[src/rtl/mem_bus_adapter.sv]
// ============================================================================
// Module   : mem_bus_adapter
// Brief    : Valid/ready request bus to single-port memory bridge with byte
//            strobe read-modify-write. Optional address range check enabled
//            by defining MEM_BUS_ERR_EN.
// Revision : 1.0
// ============================================================================
`default_nettype none

module mem_bus_adapter #(
  parameter int DATA_WIDTH = 32,
  parameter int DATA_SIZE  = 1024
) (
  input  logic                    clk_in,
  input  logic                    rst_n_in,
  input  logic                    req_valid_in,
  output logic                    req_ready_out,
  input  logic                    req_write_in,
  input  logic [DATA_WIDTH-1:0]   req_addr_in,
  input  logic [DATA_WIDTH-1:0]   req_wdata_in,
  input  logic [DATA_WIDTH/8-1:0] req_wstrb_in,
  output logic                    rsp_valid_out,
  input  logic                    rsp_ready_in,
  output logic [DATA_WIDTH-1:0]   rsp_rdata_out,
  output logic                    rsp_err_out,
  output logic                    mem_enable_out,
  output logic                    mem_read_write_out,
  output logic [DATA_WIDTH-1:0]   mem_addr_out,
  output logic [DATA_WIDTH-1:0]   mem_data_out,
  input  logic [DATA_WIDTH-1:0]   mem_data_in
);

  localparam int c_strb_w   = DATA_WIDTH / 8;
  localparam int c_off_bits = $clog2(c_strb_w);

  typedef enum logic [2:0] {
    ST_IDLE    = 3'd0,
    ST_READ    = 3'd1,
    ST_RD_WAIT = 3'd2,
    ST_WRITE   = 3'd3,
    ST_RESP    = 3'd4
  } state_t;

  state_t                  r_state;
  state_t                  w_next_state;
  logic                    r_live;
  logic                    r_write;
  logic [DATA_WIDTH-1:0]   r_wdata;
  logic [c_strb_w-1:0]     r_wstrb;
  logic [DATA_WIDTH-1:0]   r_rdata;
  logic [DATA_WIDTH-1:0]   r_mem_addr;
  logic [DATA_WIDTH-1:0]   r_mem_data;
  logic [DATA_WIDTH-1:0]   w_word_addr;
  logic [DATA_WIDTH-1:0]   w_merged;
  logic                    w_hs;
  logic                    w_addr_err;

  assign w_word_addr = req_addr_in >> c_off_bits;
  // r_live keeps req_ready low while reset is held and for the release edge.
  assign w_hs        = req_valid_in && r_live && (r_state == ST_IDLE);

`ifdef MEM_BUS_ERR_EN
  localparam logic [DATA_WIDTH-1:0] c_data_size = DATA_WIDTH'(DATA_SIZE);
  logic r_err;

  assign w_addr_err = (w_word_addr >= c_data_size);

  always_ff @(posedge clk_in or negedge rst_n_in) begin
    if (!rst_n_in) begin
      r_err <= 1'b0;
    end else if (w_hs) begin
      r_err <= w_addr_err;
    end
  end

  assign rsp_err_out = r_err;
`else
  assign w_addr_err  = 1'b0;
  assign rsp_err_out = 1'b0;
`endif

  generate
    for (genvar i = 0; i < c_strb_w; i++) begin : g_merge
      assign w_merged[8*i +: 8] = r_wstrb[i] ? r_wdata[8*i +: 8] : mem_data_in[8*i +: 8];
    end
  endgenerate

  always_ff @(posedge clk_in or negedge rst_n_in) begin
    if (!rst_n_in) begin
      r_state <= ST_IDLE;
      r_live  <= 1'b0;
    end else begin
      r_state <= w_next_state;
      r_live  <= 1'b1;
    end
  end

  always_comb begin
    w_next_state = r_state;
    case (r_state)
      ST_IDLE: begin
        if (w_hs) begin
          if (w_addr_err)            w_next_state = ST_RESP;
          else if (!req_write_in)    w_next_state = ST_READ;
          else if (~|req_wstrb_in)   w_next_state = ST_RESP;
          else if (&req_wstrb_in)    w_next_state = ST_WRITE;
          else                       w_next_state = ST_READ;
        end
      end
      ST_READ:    w_next_state = ST_RD_WAIT;
      ST_RD_WAIT: w_next_state = r_write ? ST_WRITE : ST_RESP;
      ST_WRITE:   w_next_state = ST_RESP;
      ST_RESP:    if (rsp_ready_in) w_next_state = ST_IDLE;
      default:    w_next_state = ST_IDLE;
    endcase
  end

  always_ff @(posedge clk_in or negedge rst_n_in) begin
    if (!rst_n_in) begin
      r_write    <= 1'b0;
      r_wdata    <= '0;
      r_wstrb    <= '0;
      r_rdata    <= '0;
      r_mem_addr <= '0;
      r_mem_data <= '0;
    end else begin
      if (w_hs) begin
        r_write <= req_write_in;
        r_wdata <= req_wdata_in;
        r_wstrb <= req_wstrb_in;
        r_rdata <= '0;
        // mem_addr/mem_data only move when an access is actually launched
        if (w_next_state == ST_READ || w_next_state == ST_WRITE) begin
          r_mem_addr <= w_word_addr;
        end
        if (w_next_state == ST_WRITE) begin
          r_mem_data <= req_wdata_in;
        end
      end
      if (r_state == ST_RD_WAIT) begin
        if (r_write) r_mem_data <= w_merged;
        else         r_rdata    <= mem_data_in;
      end
    end
  end

  assign req_ready_out      = r_live && (r_state == ST_IDLE);
  assign rsp_valid_out      = (r_state == ST_RESP);
  assign rsp_rdata_out      = r_rdata;
  assign mem_enable_out     = (r_state == ST_READ) || (r_state == ST_WRITE);
  assign mem_read_write_out = (r_state == ST_WRITE);
  assign mem_addr_out       = r_mem_addr;
  assign mem_data_out       = r_mem_data;

endmodule

`default_nettype wire
[config.mk]
export PLATFORM = sky130hd
export DESIGN_NAME = mem_bus_adapter
export DESIGN_NICKNAME = d
export VERILOG_FILES = /design/src/rtl/mem_bus_adapter.sv
export SDC_FILE = /design/constraint.sdc
export NUM_CORES = 1
export LEC_CHECK = 0
export BUFFER_PORTS_ARGS = -buffer_cell sky130_fd_sc_hd__buf_4
export CORE_MARGIN = 4
export CORE_UTILIZATION = 30
export CTS_CLUSTER_SIZE = 8
export DETAILED_ROUTE_END_ITERATION = 6
export PLACE_DENSITY = 0.49
export REMOVE_ABC_BUFFERS = 1
export SLEW_MARGIN = 5
export SYNTH_ARGS = -nofsm -noshare
export SYNTH_HDL_FRONTEND = slang
export SYNTH_SLANG_ARGS = --single-unit
[constraint.sdc]
create_clock -name clk_in -period 2.71 [get_ports clk_in]
set_clock_uncertainty 0.2 [all_clocks]
set_input_delay 0.542 -clock clk_in [delete_from_list [all_inputs] [get_ports clk_in]]
set_output_delay 0.542 -clock clk_in [all_outputs]
set_load 0.03 [all_outputs]
; ---- Yosys cells after proc, flatten, opt, wreduce, memory -nomap -nowiden
; Index checks and enable logic that the tools add are counted.
[classes]
eq_ne = 6
n_mux = 18
reduce_logical = 9
[ops]
columns = cell, n
row1 = $mux 32, 7
row2 = $mux 8, 4
row3 = $mux 3, 5
row4 = $pmux 3 s5, 1
row5 = $eq 3x2->1 const B, 3
row6 = $eq 3x1->1 const B, 2
row7 = $reduce_and 4->1, 1
row8 = $reduce_or 4->1, 1
row9 = $eq 3x3->1 const B, 1
row10 = $logic_and 1x1->1, 3
row11 = $logic_not 3->1, 1
row12 = $logic_or 1x1->1, 2
row13 = $mux 2, 1
row14 = $reduce_and 2->1, 1
[word_totals]
regBits = 135
wordCells = 41

; ---- Logic depth before layout (Yosys ltp)
; Gate-level depths: netlist of the first run.
[depth]
word_depth = 11
mapped_depth = 6
depth_no_buf = 3

; ---- Worst setup path after synthesis of the first run
; No wires, ideal clock.
[synth_timing]
path_type = register to output
startpoint = register r_state[2]
endpoint = output port mem_read_write_out
arrival_time_ns = 1.398
required_time_ns = 1.968
setup_slack_ns = 0.570
path_stages_with_launch = 4
path_cell_list = dfrtp_1 buf_2 nor2b_1 and2_1
[synth_between]
elab_chain_len = 1
[synth_lines]
columns = item, line_no
row1 = from (decl), 44  ; state_t r_state;
row2 = from (signal assigned), 93  ; r_state <= w_next_state;
row3 = $eq 3x2->1, 151  ; assign mem_read_write_out = (r_state == ST_WRITE);
row4 = to (decl), 27  ; output logic mem_read_write_out,
; No other way between the ends.

; ---- Worst setup path in the final report of the first run
[layout_timing]
startpoint = register r_state[2]
endpoint = output port req_ready_out
[layout_between]
elab_chain_len = 2
[layout_lines]
columns = item, line_no
row1 = $logic_not 3->1, 147  ; assign req_ready_out = r_live && (r_state == ST_IDLE);
row2 = $logic_and 1x1->1, 147
row3 = to (decl), 17  ; output logic req_ready_out,
; No other way between the ends.

==> metrics.json, run 1 <==
{
  "status": {
    "run_status": "finished, final reports clean"
  },
  "cells_and_area": {
    "layout.nets": 868,
    "antenna_cells_inserted": 0,
    "n_fill_cell": 2039,
    "final_core_utilization": 0.424,
    "synthToLayoutAreaGrowth_pct": 38.0,
    "stdcell_area_um2": 9010,
    "layout-drive-gt1-share": 0.398
  },
  "critical_path": {
    "register_to_register_path_depth": 3,
    "cp_common_cell": "sky130_fd_sc_hd__buf_4",
    "highest_delay_cell_along_the_critical_path": "sky130_fd_sc_hd__dfrtp_1",
    "crit_required_ns": 1.97,
    "path_cells": "nor4b_4, buf_4, buf_4",
    "timing.critical_path.to_type": "output pin",
    "bufs_and_invs_on_worst_path": 2,
    "critical_path.reg2reg.startpoint": "r_state[2]",
    "crit_path_max_fanout": 9,
    "regToRegEndpoint": "rsp_rdata_out[7]",
    "worst_setup_path_start_kind": "register",
    "r2r_setup_slack_ns": 0.42,
    "critPathTopFamily": "flip-flops",
    "critical-path-max-stage-delay_ns": 0.54,
    "path_class": "reg -> out",
    "cp_data_arrival_time_ns": 1.65
  },
  "synth": {
    "yosys.cell_count.top_type": "sky130_fd_sc_hd__dfrtp_1",
    "post-synth-top-area-fraction": 0.518,
    "postSynth.asyncResetShare": 1.00,
    "synth.yosys.warnings": 0,
    "syn_area_per_cell_um2": 11.3,
    "yosys-top-cells-count": "135 x sky130_fd_sc_hd__dfrtp_1, 65 x sky130_fd_sc_hd__nand2_1, 43 x sky130_fd_sc_hd__mux2_2",
    "synth-edff-count": 0,
    "yosysTopAreaCell": "sky130_fd_sc_hd__dfrtp_1",
    "synth.ff_latch_count": 135,
    "mappedNetlistArea_um2": 6530,
    "yosysSeqAreaShare": 0.518,
    "ys_types": 36,
    "postSynthCellCount": 576,
    "ys_top_cells_by_area": "sky130_fd_sc_hd__dfrtp_1 52%, sky130_fd_sc_hd__mux2_2 7.4%, sky130_fd_sc_hd__a41o_1 4.9%",
    "ys.flop_type": "sky130_fd_sc_hd__dfrtp_1"
  },
  "timing": {
    "final.min_clock_period_ns": 2.39,
    "timing.final.setup_violations": 0,
    "report.final.hold_viol_count": 0,
    "maxSlewViolCount": 0,
    "totalNegativeSetupSlack_ns": 0,
    "setup_slack_after_layout_ns": 0.322,
    "worstMarginPinSlew_ns": 0.917,
    "timing.slew.headroom": 0.389,
    "grt_setup_unrepaired": "false",
    "fmaxAchievable_ghz": 0.419,
    "timing.final.crit_share": 0.881
  },
  "routing": {
    "wl_final_um": 20600,
    "wl_per_cell_um": 19.6,
    "vias_per_cell": 5.05,
    "first_iter_violations": 233,
    "final_antenna_net_count": 0,
    "drt_pre_antenna_iters": 6,
    "drt_drc_violations_left": 0,
    "vias": 5304
  },
  "clock_tree": {
    "clockBufferDepth": 2,
    "cts.sink_count": 135,
    "clkSlewWorstSetupHoldPaths_ns": 0.06,
    "cts_tree": "done",
    "worstSkewPairLatency_ns": 0.42,
    "cts.htree.levels": 4,
    "cts_made_buffers": 17,
    "cts-root-buf": "sky130_fd_sc_hd__clkbuf_16"
  },
  "placed_design": {
    "dp_worst_slack_ns": 0.405,
    "numPortBuffers": 200,
    "place_area_um2": 8340,
    "detailedPlacementHpwl_um": 14100,
    "finalWeightedCongestion": 0.760
  },
  "grt": {
    "groute.usage.overall": 0.172,
    "antenna_violations_before_repair": 0,
    "vias_in_the_first_global_route": 5746,
    "grt_first_pass_wirelength_um": 32800,
    "grt_max_degree": 50,
    "gr-total-overflow": 0
  },
  "min_path": {
    "timing.hold.worst_endpoint": "mem_addr_out[25]",
    "hold_depth": 2,
    "hold_path.class": "in -> reg",
    "start_point_of_the_worst_min_delay_path": "req_addr_in[27]"
  },
  "floorplanning": {
    "number_of_ports_placed_on_the_die_boundary": 206,
    "floorplan.initialDensity": 0.308,
    "die_width_um": 156,
    "die_height_um": 156,
    "std_cell_rows": 53,
    "fp.coreArea_um2": 21200,
    "fp.dieArea_um2": 24200
  },
  "power": {
    "p_sw_mw": 4.20,
    "internal-power_mw": 6.50,
    "power.combinational.fraction": 0.430,
    "power_leakage_nw": 4.48,
    "clock_share_of_power": 0.235,
    "power.share.switching": 0.393,
    "highest_ir_drop_seen_on_vdd_mv": 0.607,
    "total_power_after_layout_mw": 10.7,
    "seq_power_share": 0.334,
    "power.density_cell_area_nw_per_um2": 1190
  },
  "job": {
    "cap_viol_max_count": 0
  }
}
## kinds of logic (layout without fill, tap and decap cells)
family	Yosys count	after routing	share of synthesized area
AO/OA/AOI/OAI	133	133	0.165
buffers and inverters	94	292	0.0631
flip-flops	135	135	0.518
multiplexers	98	98	0.163
other	2	4	0.00115
AND/OR/NAND/NOR	114	114	0.0903
## repair_timing
action,4_1_cts,5_1_grt
endpoints found under the setup margin,0,1
setup buffers,0,2
hold buffers,1,0
gates resized for setup,0,0
hold endpoints to repair,46,0
## through the flow
stage	hold slack [ns]	cells
after floorplan	0.0464	518
after global placement	0.274	1016
after detailed placement	0.281	1016
after CTS	0.116	1049
after global routing	0.128	1051
final	0.137	1051
## worst reg2reg max path, cell delays in order (launching register included)
cell                      delay (ns)
sky130_fd_sc_hd__dfrtp_1        0.54
sky130_fd_sc_hd__or4b_2         1.13
sky130_fd_sc_hd__nand2_1        0.21
sky130_fd_sc_hd__o21ai_0        0.09
## routing by layer
metal / track usage / vias to the layer above / share of wire
met2: 0.268 / 194 / 0.45
met3: 0.0601 / 16 / 0.085
li1: - / 2466 / -
met5: 0 / - / 0
met4: 0.0434 / 0 / 0.010
met1: 0.231 / 2628 / 0.45
## power groups by stage
stage                     clock network [mW]  logic (mW)  registers, mW
after detailed placement                   0        4.65           3.60
after global placement                     0        4.57           3.55
after CTS                               2.59        4.65           3.58
final                                   2.52        4.61           3.57
after global routing                    2.67        4.97           3.69
after floorplan                            0        1.74           4.55
## layout make-up
cell class	instances	area [µm²]	share of cell area
inverters	34	128	0.0142
multi-input cells	349	2770	0.307
well taps	275	344	0.0382
clock inverters	14	199	0.0221
clock buffers	18	439	0.0488
repair buffers	226	1750	0.195
flip-flops and latches	135	3380	0.375
## sequential cells by signal, indices dropped and copies added, names as in the netlist
name and cells:
mem_addr_out 30, mem_data_out 32, r_live 1, r_state 3, r_wdata 32, r_write 1
r_wstrb 4, rsp_rdata_out 32
## worst max-delay path by stage
stage / slack [ns] / to / cells after the start / startpoint
after floorplan: -1.50 / r_wdata[10] / 3 / r_state[1]
after global placement: 0.45 / rsp_rdata_out[10] / 3 / r_state[2]
after detailed placement: 0.40 / r_wdata[30] / 4 / r_state[1]
after CTS: 0.02 / req_ready_out / 2 / r_state[1]
after global routing: 0.24 / rsp_valid_out / 2 / r_state[2]
final: 0.32 / req_ready_out / 3 / r_state[2]
## cell usage in the layout (no fill, tap or decap), types with 2 or more instances in the layout
master                      Yosys  routed
sky130_fd_sc_hd__a2bb2oi_1     32      32
sky130_fd_sc_hd__a41o_1        32      32
sky130_fd_sc_hd__a41oi_1       32      32
sky130_fd_sc_hd__and2_1        33      33
sky130_fd_sc_hd__buf_12         0       4
sky130_fd_sc_hd__buf_4          3     220
sky130_fd_sc_hd__bufinv_16      0       4
sky130_fd_sc_hd__clkbuf_16      0      17
sky130_fd_sc_hd__clkinv_2       0       2
sky130_fd_sc_hd__clkinv_4       0       5
sky130_fd_sc_hd__conb_1         2       4
sky130_fd_sc_hd__dfrtp_1      135     135
sky130_fd_sc_hd__inv_1         34      34
sky130_fd_sc_hd__inv_6          0       2
sky130_fd_sc_hd__mux2_1        23      23
sky130_fd_sc_hd__mux2_2        43      43
sky130_fd_sc_hd__mux2i_1       32      32
sky130_fd_sc_hd__nand2_1       65      65
sky130_fd_sc_hd__nor4b_4        1       2
sky130_fd_sc_hd__o21ai_0       29      29
sky130_fd_sc_hd__o21ai_1        5       5
Power figures use the tool's default switching activity.
==> run 2, diff against run 1 <==
- GPL_TIMING_DRIVEN: unset -> 0
==> metrics.json, run 2 (synthesized netlist as in run 1, its figures left out) <==
{
  "floorplanning": {
    "fp.dieArea_um2": 24200,
    "die_height_um": 156,
    "number_of_ports_placed_on_the_die_boundary": 206,
    "fp.coreArea_um2": 21200,
    "floorplan.initialDensity": 0.308,
    "die_width_um": 156,
    "std_cell_rows": 53
  },
  "critical_path": {
    "path_class": "reg -> out",
    "cp_data_arrival_time_ns": 1.89,
    "r2r_setup_slack_ns": 0.29,
    "crit_required_ns": 1.97,
    "path_cells": "nor4b_4, buf_8, buf_12, buf_12, buf_8",
    "register_to_register_path_depth": 5,
    "worst_setup_path_start_kind": "register",
    "critical_path.reg2reg.startpoint": "r_state[0]",
    "highest_delay_cell_along_the_critical_path": "sky130_fd_sc_hd__dfrtp_2",
    "regToRegEndpoint": "r_wdata[14]",
    "crit_path_start": "r_state[0]",
    "crit_path_max_fanout": 17,
    "timing.critical_path.to_type": "output pin",
    "crit_path_capture": "req_ready_out",
    "critical-path-max-stage-delay_ns": 0.47
  },
  "clock_tree": {
    "worstSkewPairLatency_ns": 0.41,
    "cts_made_buffers": 17,
    "clkSlewWorstSetupHoldPaths_ns": 0.06,
    "cts-root-buf": "sky130_fd_sc_hd__clkbuf_16",
    "cts.htree.levels": 4,
    "clockBufferDepth": 2,
    "cts_tree": "done",
    "cts.sink_count": 135
  },
  "grt": {
    "grt_max_degree": 69,
    "groute.usage.overall": 0.167,
    "antenna_violations_before_repair": 0,
    "grt_first_pass_wirelength_um": 31800,
    "gr-total-overflow": 0,
    "vias_in_the_first_global_route": 5711
  },
  "timing": {
    "worstMarginPinSlew_ns": 0.946,
    "totalNegativeSetupSlack_ns": 0,
    "fmaxAchievable_ghz": 0.381,
    "setup_slack_after_layout_ns": 0.0820,
    "report.final.hold_viol_count": 0,
    "maxSlewViolCount": 0,
    "timing.final.setup_violations": 0,
    "timing.final.crit_share": 0.970,
    "final.min_clock_period_ns": 2.63,
    "timing.slew.headroom": 0.370
  },
  "job": {
    "cap_viol_max_count": 0
  },
  "cells_and_area": {
    "antenna_cells_inserted": 0,
    "synthToLayoutAreaGrowth_pct": 37.7,
    "layout-drive-gt1-share": 0.392,
    "seqCellArea_um2": 3380,
    "stdcell_area_um2": 8990,
    "layout.cells.most_common": "sky130_fd_sc_hd__buf_4",
    "n_fill_cell": 2012,
    "commonest_cells_after_routing_fill_and_taps_aside": "208 x sky130_fd_sc_hd__buf_4, 132 x sky130_fd_sc_hd__dfrtp_1, 65 x sky130_fd_sc_hd__nand2_1, 43 x sky130_fd_sc_hd__mux2_2, 34 x sky130_fd_sc_hd__inv_1",
    "layout.nets": 862,
    "multi_input_area_um2": 2780
  },
  "placed_design": {
    "dp_worst_slack_ns": -0.669,
    "detailedPlacementHpwl_um": 13400,
    "numPortBuffers": 200,
    "place_area_um2": 8270,
    "finalWeightedCongestion": 0.708
  },
  "power": {
    "highest_ir_drop_seen_on_vdd_mv": 0.623,
    "seq_power_share": 0.335,
    "power.combinational.fraction": 0.441,
    "clock_share_of_power": 0.224,
    "p_sw_mw": 4.16,
    "power.share.switching": 0.390,
    "power_leakage_nw": 4.45,
    "total_power_after_layout_mw": 10.7,
    "power.density_cell_area_nw_per_um2": 1190,
    "internal-power_mw": 6.52
  },
  "min_path": {
    "hold_path.class": "in -> reg"
  },
  "routing": {
    "vias": 5366,
    "final_antenna_net_count": 0,
    "vias_per_cell": 5.13,
    "wl_per_cell_um": 19.5,
    "drt_drc_violations_left": 0,
    "wl_final_um": 20300,
    "drt_pre_antenna_iters": 4,
    "first_iter_violations": 197
  },
  "status": {
    "run_status": "finished, final reports clean"
  }
}
run 2: changes by cell type in the layout (fill, tap and decap cells not counted), moves of 3 or more:
cell,before,now
sky130_fd_sc_hd__buf_4,220,208
sky130_fd_sc_hd__clkinv_4,5,0
sky130_fd_sc_hd__buf_8,0,4
sky130_fd_sc_hd__clkbuf_1,0,4
sky130_fd_sc_hd__dfrtp_1,135,132
sky130_fd_sc_hd__dfrtp_2,0,3
run 2: timing repair:
| action | 4_1_cts | 5_1_grt |
|---|---|---|
| endpoints found under the setup margin | 63 | 1 |
| hold buffers | 1 | 0 |
| gates resized for setup | 7 | 2 |
| setup buffers | 6 | 4 |
| hold endpoints to repair | 67 | 0 |
| pin swaps | 1 | 1 |
run 2: metrics by stage:
step	hold WS (ns)	util	instances
2_1_floorplan	0.0464	-	518
4_1_cts	0.122	0.422	1041
3_3_place_gp	0.273	0.382	993
5_1_grt	0.124	0.424	1045
6_report	0.141	0.424	1045
3_5_place_dp	0.281	0.390	1002
run 2: area by class of cell:
class                           instances  area share
Sequential cell                       135       0.376
Inverter                               34      0.0142
Tap cell                              275      0.0383
Clock buffer                           24      0.0536
Multi-Input combinational cell        349       0.309
Timing Repair Buffer                  220       0.195
Clock inverter                          8      0.0134
run 2: worst min-delay path by stage:
stage / from / endpoint / slack [ns] / cells after the start
6_report: req_addr_in[27] / mem_addr_out[25] / 0.14 / 2
5_1_grt: mem_data_in[20] / rsp_rdata_out[20] / 0.12 / 3
4_1_cts: mem_data_in[20] / rsp_rdata_out[20] / 0.12 / 3
3_5_place_dp: r_wdata[20] / r_wdata[20] / 0.28 / 1
3_3_place_gp: r_wdata[12] / r_wdata[12] / 0.27 / 1
2_1_floorplan: rst_n_in / mem_addr_out[0] / 0.05 / 0
run 2: power by group through the flow:
stage	clock network, mW	logic [mW]	registers (mW)
after CTS	2.45	4.73	3.59
final	2.39	4.71	3.58
after floorplan	0	1.74	4.55
after global placement	0	4.43	3.54
after global routing	2.53	5.05	3.70
after detailed placement	0	4.66	3.60
run 2: critical path, delay by kind of cell, from the launching register on:
kind,cells,cell delay (ns)
buffers and inverters,4,0.61
DFF,1,0.47
and+or+nand+nor,1,0.37
run 2: per-layer routing:
layer,part of all wire,routed length [µm],track usage,up-vias
li1,-,-,-,2440
met1,0.44,8990,0.216,2697
met2,0.46,9390,0.269,209
met3,0.087,1770,0.0623,20
met4,0.0090,184,0.0358,0
met5,0,0,0,-
